## src/rtl/forwarding_scoreboard_pkg.sv

```systemverilog
// Shared SPU pipeline definitions: forwarding select encodings, scoreboard
// sizing defaults and the in-flight producer slot record.
package forwarding_scoreboard_pkg;

  localparam logic [1:0] FWD_RF  = 2'b00;
  localparam logic [1:0] FWD_MEM = 2'b01;
  localparam logic [1:0] FWD_WB  = 2'b10;

  localparam int DEPTH_DEFAULT   = 8;
  localparam int MAX_LAT_DEFAULT = 6;

  typedef struct packed {
    logic       valid;
    logic [6:0] rt;
    logic [2:0] lat;
  } slot_t;

  // A zero latency is treated as one cycle; anything past the pipeline's
  // deepest producer is pinned to that maximum.
  function automatic logic [2:0] clamp_lat(input logic [2:0] lat, input logic [2:0] max_lat);
    if (lat == 3'd0)
      return 3'd1;
    if (lat > max_lat)
      return max_lat;
    return lat;
  endfunction

endpackage

```

## src/rtl/forwarding_scoreboard_src_hazard_check.sv

```systemverilog
// Per-source hazard check: finds the youngest in-flight producer of src and
// classifies it as not-ready, MEM-forward, WB-forward or regfile.
module src_hazard_check
  import forwarding_scoreboard_pkg::*;
#(
  parameter int DEPTH = DEPTH_DEFAULT
) (
  input  slot_t [DEPTH-1:0] slots,
  input  logic [6:0]        src,
  input  logic              use_src,
  output logic [1:0]        sel,
  output logic              not_ready
);

  logic hit;
  int   age;
  int   lat;

  always_comb begin
    hit = 1'b0;
    age = 0;
    lat = 0;
    // Scan oldest to youngest so the youngest matching producer wins.
    for (int k = DEPTH - 1; k >= 0; k--) begin
      if (slots[k].valid && (slots[k].rt == src)) begin
        hit = 1'b1;
        age = k + 1;
        lat = int'(slots[k].lat);
      end
    end

    sel       = FWD_RF;
    not_ready = 1'b0;
    if (use_src && hit) begin
      if (age < lat)
        not_ready = 1'b1;
      else if (age == lat)
        sel = FWD_MEM;
      else if (age == lat + 1)
        sel = FWD_WB;
    end
  end

endmodule

```

## src/rtl/forwarding_scoreboard.sv

```systemverilog
// Forwarding scoreboard: tracks in-flight register writers by age and drives
// operand forwarding selects and the decode stall for the issuing instruction.
module forwarding_scoreboard
  import forwarding_scoreboard_pkg::*;
#(
  parameter int DEPTH   = DEPTH_DEFAULT,
  parameter int MAX_LAT = MAX_LAT_DEFAULT
) (
  input  logic        clk,
  input  logic        reset,
  input  logic        issue_valid,
  input  logic        issue_writes,
  input  logic [6:0]  issue_rt,
  input  logic [2:0]  issue_lat,
  input  logic [6:0]  src_a,
  input  logic [6:0]  src_b,
  input  logic [6:0]  src_c,
  input  logic        use_a,
  input  logic        use_b,
  input  logic        use_c,
  input  logic        flush,
  output logic [1:0]  fwd_sel_a,
  output logic [1:0]  fwd_sel_b,
  output logic [1:0]  fwd_sel_c,
  output logic        stall,
  output logic [15:0] stall_count
);

  logic [DEPTH-1:0]      slot_vld;
  logic [DEPTH-1:0][6:0] slot_rt;
  logic [DEPTH-1:0][2:0] slot_lat;
  slot_t [DEPTH-1:0]     slots;

  logic [1:0] sel_a, sel_b, sel_c;
  logic       nr_a, nr_b, nr_c;
  logic       load_vld;

  always_comb begin
    for (int k = 0; k < DEPTH; k++)
      slots[k] = {slot_vld[k], slot_rt[k], slot_lat[k]};
  end

  src_hazard_check #(.DEPTH(DEPTH)) u_chk_a (
    .slots(slots), .src(src_a), .use_src(use_a), .sel(sel_a), .not_ready(nr_a)
  );
  src_hazard_check #(.DEPTH(DEPTH)) u_chk_b (
    .slots(slots), .src(src_b), .use_src(use_b), .sel(sel_b), .not_ready(nr_b)
  );
  src_hazard_check #(.DEPTH(DEPTH)) u_chk_c (
    .slots(slots), .src(src_c), .use_src(use_c), .sel(sel_c), .not_ready(nr_c)
  );

  assign stall     = issue_valid & ~flush & (nr_a | nr_b | nr_c);
  assign fwd_sel_a = flush ? FWD_RF : sel_a;
  assign fwd_sel_b = flush ? FWD_RF : sel_b;
  assign fwd_sel_c = flush ? FWD_RF : sel_c;
  assign load_vld  = issue_valid & issue_writes & ~stall & ~flush;

  // Slot shift: slot 0 holds age 1; a stalled or flushed cycle inserts a bubble.
  always_ff @(posedge clk or posedge reset) begin
    if (reset) begin
      slot_vld    <= '0;
      stall_count <= '0;
    end else begin
      slot_vld <= {slot_vld[DEPTH-2:0], load_vld};
      if (stall && (stall_count != 16'hFFFF))
        stall_count <= stall_count + 16'd1;
    end
  end

  always_ff @(posedge clk) begin
    slot_rt  <= {slot_rt[DEPTH-2:0], issue_rt};
    slot_lat <= {slot_lat[DEPTH-2:0], clamp_lat(issue_lat, 3'(MAX_LAT))};
  end

endmodule

```

## config.mk

```make
export PLATFORM = sky130hd
export DESIGN_NAME = forwarding_scoreboard
export DESIGN_NICKNAME = d
export VERILOG_FILES = /design/src/rtl/forwarding_scoreboard_pkg.sv /design/src/rtl/forwarding_scoreboard_src_hazard_check.sv /design/src/rtl/forwarding_scoreboard.sv
export SDC_FILE = /design/constraint.sdc
export NUM_CORES = 1
export LEC_CHECK = 0
export BUFFER_PORTS_ARGS = -buffer_cell sky130_fd_sc_hd__buf_2
export CORE_MARGIN = 8
export CORE_UTILIZATION = 60
export CTS_CLUSTER_SIZE = 40
export DETAILED_ROUTE_END_ITERATION = 16
export PLACE_DENSITY_LB_ADDON = 0.15
export RECOVER_POWER = 25
export SLEW_MARGIN = 20
export SYNTH_ARGS = -nofsm -noshare
export SYNTH_HDL_FRONTEND = slang
export SYNTH_SLANG_ARGS = --single-unit
```

## constraint.sdc

```tcl
create_clock -name clk -period 9.2 [get_ports clk]
set_clock_uncertainty 0.1 [all_clocks]
set_input_delay 0.46 -clock clk [delete_from_list [all_inputs] [get_ports clk]]
set_output_delay 0.46 -clock clk [all_outputs]
set_load 0.02 [all_outputs]
```

==> run_results.csv <==
group,metric,value,unit
synth,syn-instance-count,652,
synth,yosysTopAreaCellShare,26.2,%
critical_path,path_max_fanout,4,
global_routing,grt_max_degree,25,
critical_path,reg2reg_to,"stall_count[14]$_DFFE_PP0P_",
power_and_ir_drop,ir_drop,0.000129,V
critical_path,worstPathRequired,8640,ps
finish,fill_cells,891,
sta,holdWs,75.1,ps
routing,drtIter0Drc,333,
cts,cts_max_level,3,
routing,wl,16.8,mm
global_routing,gr-usage-all-layers,26.1,%
finish,antenna_cells,0,
power_and_ir_drop,seqPwrFrac,56.8,%
finish,nets,748,
cts,clockRootBuffer,"clkbuf_8",
critical_path,setup.worst_path.start,"slot_rt[50]$_DFF_P_",
synth,syn_avg_cell_area,9.36,sq um
floorplan,fp.dieH,117,um
cts,postCtsHoldBufs,0,
placement,hpwl,13.3,mm
synth,synth_ff_type,"dfxtp_1",
power_and_ir_drop,p_sw_share,29.2,%
sta,fin_crit_sh,52.9,%
cts,worst_skew_pair.late_latency,390,ps
critical_path,path_class,"reg2out",
critical_path,crit-reg2reg-launch,"slot_rt[50]$_DFF_P_",
finish,drive_gt1_share,13.1,%
cts,cts-resized-gates,0,
floorplan,std_cell_rows,37,
power_and_ir_drop,p_leak,2.60,nW
placement,io_buffers,61,
synth,ys_seq_area_share,36.1,%
floorplan,ios,62,
run_status,status,"completed",
cts,cts_made_buffers,9,
power_and_ir_drop,p_per_area,135,nW/um^2
critical_path,reg2regPathDepth,16,
sta,setup_violations,0,
global_routing,grt_pass1_wl,26.8,mm
finish,syn_to_final_growth,8.00,%
routing,via_per_inst,6.07,
critical_path,cp-start-kind,"register",
cts,cts.sinks,104,
critical_path,rrSetupSlack,4380,ps
synth,synth.ff_latch_count,104,
power_and_ir_drop,p_int,0.000629,W
global_routing,antenna_found_initial,0,
routing,vias,5079,
routing,wire_per_inst,20.0,um
floorplan,die_area,13700,sq um
synth,syn_area,6100,sq um
floorplan,die_w,117,um
critical_path,endpoint_kind,"output pin",
cts,cts_tree,"done",
synth,synth_common_cells,"xnor2_1 (143), dfxtp_1 (80), xor2_1 (47), nand4_1 (41), nor2_1 (39)",
global_routing,grt_pass1_vias,5254,
power_and_ir_drop,p_comb_share,13.2,%
synth,synth_cell_types,62,
sta,period_needed,4870,ps
power_and_ir_drop,pwr-share-clk,30.0,%
synth,async_flop_share,23.1,%
global_routing,grt_overflow,0,
power_and_ir_drop,switchingPower,0.000260,W
placement,gp_congestion,1.00,
synth,synth_area_leaders,"dfxtp_1 (26%), xnor2_1 (21%), dfrtp_1 (9.8%)",
sta,tightestPinTransition,996,ps
routing,drtAntennaViolNets,0,
sta,rsz0062_at_grt,"no",
synth,synth_fp_nets,704,
cts,clk_pin_slew,90,ps
floorplan,core-area,10100,sq um
sta,final_max_slew_viol_count,0,
hold_path,hp-class,"in2reg",
run,timing.max_cap.violations,0,
floorplan,start_util,60.5,%
routing,first_pass_iters,5,
synth,yosysMostFrequentCell,"xnor2_1",
sta,hold_viol,0,
synth,synth-edff-count,0,
routing,post-route-drc-count,0,
cts,clockBufferDepth,2,
sta,fmax,205,MHz
sta,setup-tns-final,0,ps
cts,cts_setup_buffers,0,
synth,yosysWarnings,0,
critical_path,endpoint,"stall",
power_and_ir_drop,power.total,0.000889,W
synth,yosysTopAreaCell,"dfxtp_1",
sta,slew_headroom,33.0,%
critical_path,critPathArrivalTime,4310,ps
[cell usage in the layout, fill, tap and decap left out, drive strengths merged, types with 3 or more instances in the layout]
cell / synthesis / final
clkbuf: 6 / 11
dfxtp: 80 / 80
a21oi: 27 / 27
o31a: 3 / 3
a21o: 6 / 6
a221oi: 3 / 3
nand2: 25 / 25
o21ai: 6 / 6
or2: 5 / 5
xor2: 47 / 47
nor4: 13 / 13
nor2: 39 / 39
and2: 9 / 9
dfrtp: 24 / 24
and4: 9 / 9
nand3b: 6 / 6
o2111ai: 3 / 3
or3: 7 / 7
a2111oi: 5 / 5
nand4: 42 / 42
ha: 13 / 13
and3: 7 / 7
nand3: 20 / 20
xnor2: 143 / 143
a211o: 3 / 3
nor3: 15 / 15
a211oi: 11 / 11
mux2i: 3 / 3
buf: 22 / 59
clkinv: 0 / 5
inv: 19 / 21
o211ai: 4 / 4
[cells by family (layout without fill, tap and decap cells)]
logic type | Yosys count | count (layout) | synth area share (%)
AOI/OAI and AO/OA | 88 | 88 | 10.6
xor gates and xnor gates | 190 | 190 | 27.3
adders and majority gates | 13 | 13 | 2.67
buffers and inverters | 47 | 96 | 3.85
DFF | 104 | 104 | 36.1
muxes | 4 | 4 | 0.677
and+or+nand+nor | 206 | 206 | 18.9
[routing by layer]
metal	wire length (um)	up-vias	GRT usage [%]
met4	793	0	15.0
met1	7160	2404	32.0
met5	0	-	0
met2	7750	222	41.9
met3	1070	57	5.23
li1	-	2396	-
[sequential cells by signal, indices dropped and copies added (netlist names)]
register and cells:
slot_rt 56, slot_lat 24, slot_vld 8, stall_count 16
[power by group through the flow]
stage | registers, W | clock network [W] | logic [W]
after global routing | 0.000508 | 0.000289 | 0.000127
after global placement | 0.000513 | 0 | 0.000113
after detailed placement | 0.000514 | 0 | 0.000116
final | 0.000505 | 0.000267 | 0.000117
after CTS | 0.000504 | 0.000274 | 0.000117
after floorplan | 0.000504 | 0 | 0.0000923
[metrics by stage]
stage               std cells  util (%)  cell area, sq um  worst slack [ps]
finish                    837      65.3              6590              4330
global route              837      65.3              6590              4090
CTS                       837      65.3              6590              4430
detailed placement        821      63.6              6410              4180
global placement          821      63.6              6410              4300
floorplan                 652         -              6100              5030
[how the worst min path moves through the flow]
stage	startpoint	to	slack [ps]	depth (start not counted)
CTS	issue_rt[4]	slot_rt[4]$_DFF_P_	60	1
floorplan	slot_lat[7]$_DFF_P_	slot_lat[10]$_DFF_P_	260	0
detailed placement	slot_lat[7]$_DFF_P_	slot_lat[10]$_DFF_P_	270	0
global placement	slot_lat[7]$_DFF_P_	slot_lat[10]$_DFF_P_	270	0
global route	issue_rt[5]	slot_rt[5]$_DFF_P_	50	1
finish	issue_rt[4]	slot_rt[4]$_DFF_P_	80	1
[worst max-delay path, stage by stage (launching register included)]
cell and delay, ps:
dfxtp_1 440, xnor2_1 150, nand4_1 100, nor4_1 760, or3b_2 500, a211o_1 290, a21oi_1 350, ha_1 220
inv_1 40, a21o_1 160, a21oi_1 230, nand2_1 90, a21oi_1 170, o31ai_1 180, inv_1 80, buf_2 160
[layout make-up]
type                       instances  area [sq um]  area share [%]
clock buffer                       9           124            1.88
inverter                          19          71.3            1.08
multi-input combinational        501          3660            55.6
clock inverter                     7          55.1           0.835
tap                              136           170            2.58
sequential                       104          2200            33.4
timing repair buffer              61           303            4.59
Power figures use the tool's default switching activity.
